--- src/rtl/uart_tx_queue_pkg.sv ---
// Shared UART status-word bit positions for the IO page, firmware and TX queue.
// Keep in sync with the SOC IO decode constants.
package uart_tx_queue_pkg;

    localparam int UART_STAT_LEVEL_LSB = 0;
    localparam int UART_STAT_EMPTY_bit = 8;
    localparam int UART_STAT_FULL_bit  = 9;
    localparam int UART_STAT_OVF_bit   = 10;
    localparam int UART_STAT_BUSY_bit  = 11;
    localparam int UART_STAT_W         = 32;

endpackage

--- src/rtl/uart_tx_queue_sync_fifo_mem.sv ---
// Byte storage for the UART TX queue.
// Synchronous write port, asynchronous (show-ahead) read port.
module sync_fifo_mem #(
    parameter int DEPTH_LOG2 = 4
) (
    input  logic                  clk,
    input  logic                  we,
    input  logic [DEPTH_LOG2-1:0] waddr,
    input  logic [7:0]            wdata,
    input  logic [DEPTH_LOG2-1:0] raddr,
    output logic [7:0]            rdata
);

    logic [7:0] mem [2**DEPTH_LOG2];

    always_ff @(posedge clk) begin
        if (we) begin
            mem[waddr] <= wdata;
        end
    end

    assign rdata = mem[raddr];

endmodule

--- src/rtl/uart_tx_queue.sv ---
// Byte queue between the IO-page UART data register and the UART emitter.
// Also builds the IO-page UART status word.
module uart_tx_queue
    import uart_tx_queue_pkg::*;
#(
    parameter int DEPTH_LOG2 = 4
) (
    input  logic                  clk,
    input  logic                  reset,
    input  logic                  push,
    input  logic [7:0]            push_data,
    input  logic                  flush,
    input  logic                  clr_overflow,
    output logic [7:0]            tx_data,
    output logic                  tx_valid,
    input  logic                  tx_ready,
    output logic [DEPTH_LOG2:0]   level,
    output logic                  full,
    output logic                  empty,
    output logic [UART_STAT_W-1:0] status
);

    logic [DEPTH_LOG2-1:0] wr_ptr;
    logic [DEPTH_LOG2-1:0] rd_ptr;
    logic                  overflow;
    logic                  pop;
    logic                  accept;
    logic                  ovf_set;
    logic                  mem_we;
    logic [7:0]            rd_data;

    // level never exceeds depth, so its MSB alone marks full
    assign full   = level[DEPTH_LOG2];
    assign empty  = (level == '0);
    assign pop    = tx_valid & tx_ready;
    assign accept = push & (!full | pop);
    assign ovf_set = push & full & !pop & !flush;
    assign mem_we = accept & !flush & !reset;

    sync_fifo_mem #(
        .DEPTH_LOG2(DEPTH_LOG2)
    ) u_mem (
        .clk  (clk),
        .we   (mem_we),
        .waddr(wr_ptr),
        .wdata(push_data),
        .raddr(rd_ptr),
        .rdata(rd_data)
    );

    assign tx_valid = !empty;
    assign tx_data  = empty ? 8'h00 : rd_data;

    always_ff @(posedge clk) begin
        if (reset || flush) begin
            wr_ptr <= '0;
            rd_ptr <= '0;
            level  <= '0;
        end else begin
            if (accept) begin
                wr_ptr <= wr_ptr + 1'b1;
            end
            if (pop) begin
                rd_ptr <= rd_ptr + 1'b1;
            end
            case ({accept, pop})
                2'b10:   level <= level + 1'b1;
                2'b01:   level <= level - 1'b1;
                default: level <= level;
            endcase
        end
    end

    always_ff @(posedge clk) begin
        if (reset) begin
            overflow <= 1'b0;
        end else if (ovf_set) begin
            overflow <= 1'b1;
        end else if (clr_overflow) begin
            overflow <= 1'b0;
        end
    end

    always_comb begin
        status = '0;
        status[UART_STAT_LEVEL_LSB +: DEPTH_LOG2+1] = level;
        status[UART_STAT_EMPTY_bit] = empty;
        status[UART_STAT_FULL_bit]  = full;
        status[UART_STAT_OVF_bit]   = overflow;
        status[UART_STAT_BUSY_bit]  = !empty | !tx_ready;
    end

endmodule

--- config.mk ---
export PLATFORM = sky130hd
export DESIGN_NAME = uart_tx_queue
export DESIGN_NICKNAME = d
export VERILOG_FILES = /design/src/rtl/uart_tx_queue_pkg.sv /design/src/rtl/uart_tx_queue_sync_fifo_mem.sv /design/src/rtl/uart_tx_queue.sv
export SDC_FILE = /design/constraint.sdc
export NUM_CORES = 1
export LEC_CHECK = 0
export CORE_MARGIN = 3
export CORE_UTILIZATION = 43
export CTS_CLUSTER_SIZE = 30
export DETAILED_ROUTE_END_ITERATION = 8
export SLEW_MARGIN = 30
export SYNTH_ARGS = -nofsm -noshare
export SYNTH_HDL_FRONTEND = slang
export SYNTH_HIERARCHICAL = 1
export SYNTH_SLANG_ARGS = --single-unit
--- constraint.sdc ---
create_clock -name clk -period 3.63 [get_ports clk]
set_input_delay 0.9075 -clock clk [delete_from_list [all_inputs] [get_ports clk]]
set_output_delay 0.9075 -clock clk [all_outputs]
set_load 0.02 [all_outputs]
==> reports/qor.yml, run 1 <==
worst_ep_arrival_time_ps: 2610
cts_num_sinks: 142
cp.buffers_inverters: 2
grt_pass1_vias: 3050
cp-start-kind: "flop"
status: "finished clean"
worstHoldStart: "overflow"
synth.distinct_cells: 40
ios: 62
std_cell_rows: 42
grt_pass1_wl_um: 18200
tns_ps: 0
avgSynthCellArea_um2: 17.1
grt-ovfl-total: 0
antenna_found_initial: 0
wl_um: 12000
finalInstanceArea_um2: 7150
ctsHoldBuffers: 0
avgRoutedWirePerCell_um: 20.1
gp_congestion: 0.768
hold_class: "flop to flop"
track_usage_pct: 15.8
max_freq_ghz: 0.284
die_h_um: 125
num-fill-cells: 1060
cp_data_required_time_ps: 2720
finalPower_mw: 3.62
fin_skew_ps: 8.86
diodes: 0
path_cells: "buf_12 -> mux4_1 -> a22oi_2 -> nand2_1 -> and2_1 -> clkdlybuf4s50_1"
worst_pin_slew_ps: 714
synth_area_um2: 6070
setup_viol: 0
post-route-period-util_pct: 96.9
clk_transition_reported_paths_ps: 60
vias_per_cell: 5.22
crit_fanout: 16
grt_setup_unrepaired: "false"
yosysTopAreaCell: "edfxtp_1"
startpoint: "rd_ptr[0]"
cts_buffer_depth: 2
grt_max_degree: 36
slew_headroom_pct: 52.3
hold_viol: 0
dieArea_um2: 15600
portBuffers: 38
drcViolationCount: 0
regArea_um2: 4130
final_nets: 427
cts_setup_buffers: 0
cts_resized: 7
period_needed_ps: 3520
postPlaceCellArea_um2: 6590
fin_hold_ws_ps: 501
crit_slowest_cell: "mux4_1"
vias: 3114
ys_ff_latch: 142
syn2layout_area_growth_pct: 17.8
drt_iter0_drc: 229
root_buffer: "clkbuf_16"
multi_input_area_um2: 1660
initial_core_util_pct: 45.0
cpPeakStageDelay_ps: 590
drive_gt1_share_pct: 19.2
ys.flop_type: "edfxtp_1"
place_inst: 565
detail-route-antenna-nets: 0
power_density_nw_per_um2: 506
synth_area_leaders: "edfxtp_1 63%, mux4_2 6.7%, mux4_1 6.1%, dfxtp_1 4.6%, buf_4 4.1%"
max-vdd-ir-drop_mv: 0.313
instances_no_fill: 597
synth_enable_flop_cells: 128
cp_top_family: "buffers and inverters"
clk-insertion-delay-late_ps: 410
yosys.area.top_type_share_pct: 63.3
drt_pre_antenna_iters: 4
synth_warnings: 6
cts_tree: "built"
p_leak_nw: 2.41
final_max_slew_viol_count: 0
reg2reg_from: "level[1]"
seq_area_frac_synth_pct: 67.9
hpwlAfterDp_um: 7840
coreArea_um2: 13500
fp.dieW_um: 125
worstSetupPathType: "flop to output pin"
synthArstFlopShare_pct: 0
cp-end-kind: "output pin"
cts_buffers: 17
htreeDepth: 4
maxCapViolCount: 0
synthCells: 355
through the flow:
step,setup WS (ps),utilization [%]
6_report,112,53.0
5_1_grt,8.57,53.0
4_1_cts,-0.653,53.0
3_5_place_dp,257,48.8
3_3_place_gp,301,48.8
2_1_floorplan,541,-
power by group:
group	total, mW	internal [mW]	switching [mW]
sequential	1.80	1.79	0.00816
combinational	0.192	0.0766	0.115
clock	1.63	1.04	0.589
total	3.62	2.90	0.713
per-layer routing:
layer / up-vias / global-route usage (%) / wire [um]
met5: - / 0 / 0
li1: 1435 / - / -
met4: 0 / 5.23 / 116
met2: 103 / 24.0 / 5670
met3: 10 / 4.12 / 662
met1: 1566 / 22.5 / 5530
cells by family (layout without fill, tap and decap cells):
logic type	Yosys count	after routing	synth area share [%]
adder cells (fa/ha/maj)	5	5	1.03
buffers and inverters	50	94	6.14
AND/OR/NAND/NOR	79	79	6.55
multiplexers	34	34	13.1
AO/OA/AOI/OAI	34	34	3.77
XOR/XNOR	10	10	1.44
other	1	23	0.0618
flip-flops	142	142	67.9
registers in the layout (all words and copies together) (netlist names):
register	cells
u_mem/mem	128
rd_ptr	4
overflow	1
wr_ptr	4
level	5
final cells by class:
cell class | instances | share of cell area, %
clock buffers | 24 | 6.60
flip-flops and latches | 142 | 57.7
repair buffers | 59 | 8.01
well taps | 176 | 3.08
clock inverters | 8 | 1.26
multi-input cells | 185 | 23.2
inverters | 3 | 0.157
path summary, 6_finish.rpt:
check,cells past startpoint,endpoint,slack [ps]
worst min register to register,2,overflow,500
worst max-delay path,6,tx_data[1],110
worst max register to register,10,level[2],1040
worst min-delay path,2,overflow,500
worst register-to-register path, cell delays in order (launching register included):
cell and delay [ps]:
dfxtp_1 400, or3_4 440, o21ai_1 270, inv_1 100, ha_1 230, xor2_1 150, ha_1 230, a21oi_1 150
xor2_1 90, or3_1 300, a21oi_1 150
layout by cell type, fill, tap and decap left out, types with 3 or more instances in the layout:
master           Yosys  final
xor2_1              10     10
a21oi_1              6      6
clkbuf_16            0     17
mux4_2              18     23
nand3b_1             3      3
a22oi_2              0      4
a22oi_1             17     13
clkbuf_1             2      5
nand3_1              6      6
dfxtp_1             14     13
nor3_1               4      4
edfxtp_1           128    128
nand2_1             15     15
ha_1                 5      5
buf_12               0      3
and2_1               9      9
clkinv_2             0      6
clkdlybuf4s50_1      0     36
mux4_1              14      9
buf_4               33     18
conb_1               1     23
nand2b_1             3      3
nor2_1              25     25
Yosys cell counts (all sizes together), types with 5 or more instances:
cell,n
edfxtp,128
buf,42
mux4,32
nor2,25
a22oi,17
nand2,15
dfxtp,14
xor2,10
and2,9
a21oi,6
nand3,6
ha,5
(Power assumes the default switching activity.)
==> run 2, diff against run 1 <==
CORE_MARGIN = default   (was 3)
==> run 2 against run 1 <==
  * Worst hold slack worse by 5.7 ps
  * Sequential power hardly changed
  * Combinational power hardly changed
  * Core utilization is 1.4 points lower
  * Largest power group unchanged
==> reports/qor.yml, run 2 (synthesis results as in run 1) <==
drive_gt1_share_pct: 17.6
drt_pre_antenna_iters: 4
mostFrequentLayoutCells: "128 x edfxtp_1, 36 x clkdlybuf4s50_1, 25 x nor2_1"
tns_ps: 0
cp_data_required_time_ps: 2720
fin_hold_ws_ps: 495
regArea_um2: 4130
worst_pin_slew_ps: 667
htreeDepth: 4
antenna_found_initial: 0
grt-ovfl-total: 0
power_density_nw_per_um2: 500
reg2reg_from: "level[1]"
coreArea_um2: 13800
hold_end: "overflow"
clk-insertion-delay-late_ps: 410
finalInstanceArea_um2: 7130
grt_pass1_vias: 3076
maxCapViolCount: 0
grt_setup_unrepaired: "false"
cts_setup_buffers: 0
gp_congestion: 0.794
syn2layout_area_growth_pct: 17.4
diodes: 0
postPlaceCellArea_um2: 6570
portBuffers: 38
avgRoutedWirePerCell_um: 19.6
die_h_um: 121
worstHoldStart: "overflow"
cp-start-kind: "flop"
fin_skew_ps: 6.05
hpwlAfterDp_um: 7560
cts_num_sinks: 142
finalPower_mw: 3.57
ios: 62
track_usage_pct: 17.3
cts_buffer_depth: 2
detail-route-antenna-nets: 0
top_usage_layer: "met2"
met1_usage_pct: 24.2
ctsHoldBuffers: 0
post-route-period-util_pct: 97.3
reg_top3: "u_mem/mem: 128 flops, level: 5 flops"
worst_ep_arrival_time_ps: 2620
largest_register_ffs: 128
grt_util_met2_pct: 27.3
layout.cells.most_common: "edfxtp_1"
num-fill-cells: 1127
hold_depth: 2
cts_tree: "built"
drcViolationCount: 0
fp.dieW_um: 121
p_leak_nw: 2.42
worstSetupPathType: "flop to output pin"
dieArea_um2: 14600
slew_headroom_pct: 55.4
multi_input_area_um2: 1660
wl_um: 11800
crit_fanout: 11
vias_per_cell: 5.24
period_needed_ps: 3530
root_buffer: "clkbuf_16"
vias: 3142
hold_viol: 0
cp-end-kind: "output pin"
rr_worst_depth: 10
final_max_slew_viol_count: 0
timing.rr.end: "level[2]"
status: "finished clean"
initial_core_util_pct: 43.9
setup_viol: 0
drt_iter0_drc: 172
std_cell_rows: 43
r2r_slack_ps: 880
grt.met3_usage_pct: 2.88
hold_class: "flop to flop"
max_freq_ghz: 0.283
final_nets: 426
clk_transition_reported_paths_ps: 50
grt_pass1_wl_um: 18100
cts_buffers: 17
largest_register: "u_mem/mem"
max-vdd-ir-drop_mv: 0.313
grt_max_degree: 36
==> run 2: layout make-up <==
cell class                 count  share of cell area, %
sequential                   142                   57.9
timing repair buffer          58                   7.92
multi-input combinational    185                   23.2
clock inverter                14                   1.65
clock buffer                  18                   6.02
tap                          180                   3.16
inverter                       3                  0.158
==> run 2: worst max-delay path by stage <==
stage | startpoint | to | slack [ps] | cells past startpoint
global route | rd_ptr[0] | tx_data[1] | 4 | 6
global placement | tx_ready | level[2] | 300 | 10
detailed placement | tx_ready | level[2] | 180 | 10
CTS | rd_ptr[0] | tx_data[4] | 7 | 6
floorplan | flush | u_mem/mem[0][0] | 540 | 5
finish | rd_ptr[0] | tx_data[4] | 100 | 6
==> run 2: metal layers <==
metal,vias to the layer above,part of all wire (%)
met4,0,0.97
met5,-,0
met2,64,49
met3,13,2.5
met1,1619,47
li1,1446,-
==> run 2: worst max-delay path, stage by stage, from the launching register on <==
cell	delay [ps]
dfxtp_2	350
buf_6	190
mux4_1	570
a22oi_1	260
nand2_1	150
and2_1	170
clkdlybuf4s50_1	530
==> run 2: where the power goes <==
group	internal (mW)	leakage [nW]	switching (mW)
Combinational	0.0753	0.895	0.115
Sequential	1.79	1.27	0.00746
Clock	0.939	0.256	0.643
==> run 2: repair_timing <==
action,4_1_cts,5_1_grt
endpoints found under the setup margin,0,3
resized for setup,0,3
hold endpoints to repair,0,0
==> run 2: through the flow <==
step                      utilization, %  setup slack [ps]  instances
after floorplan                        -               541        377
after global placement              47.5               296        568
after detailed placement            47.5               183        568
after CTS                           51.5              6.61        600
after global routing                51.6              4.28        600
final                               51.6              98.3        600
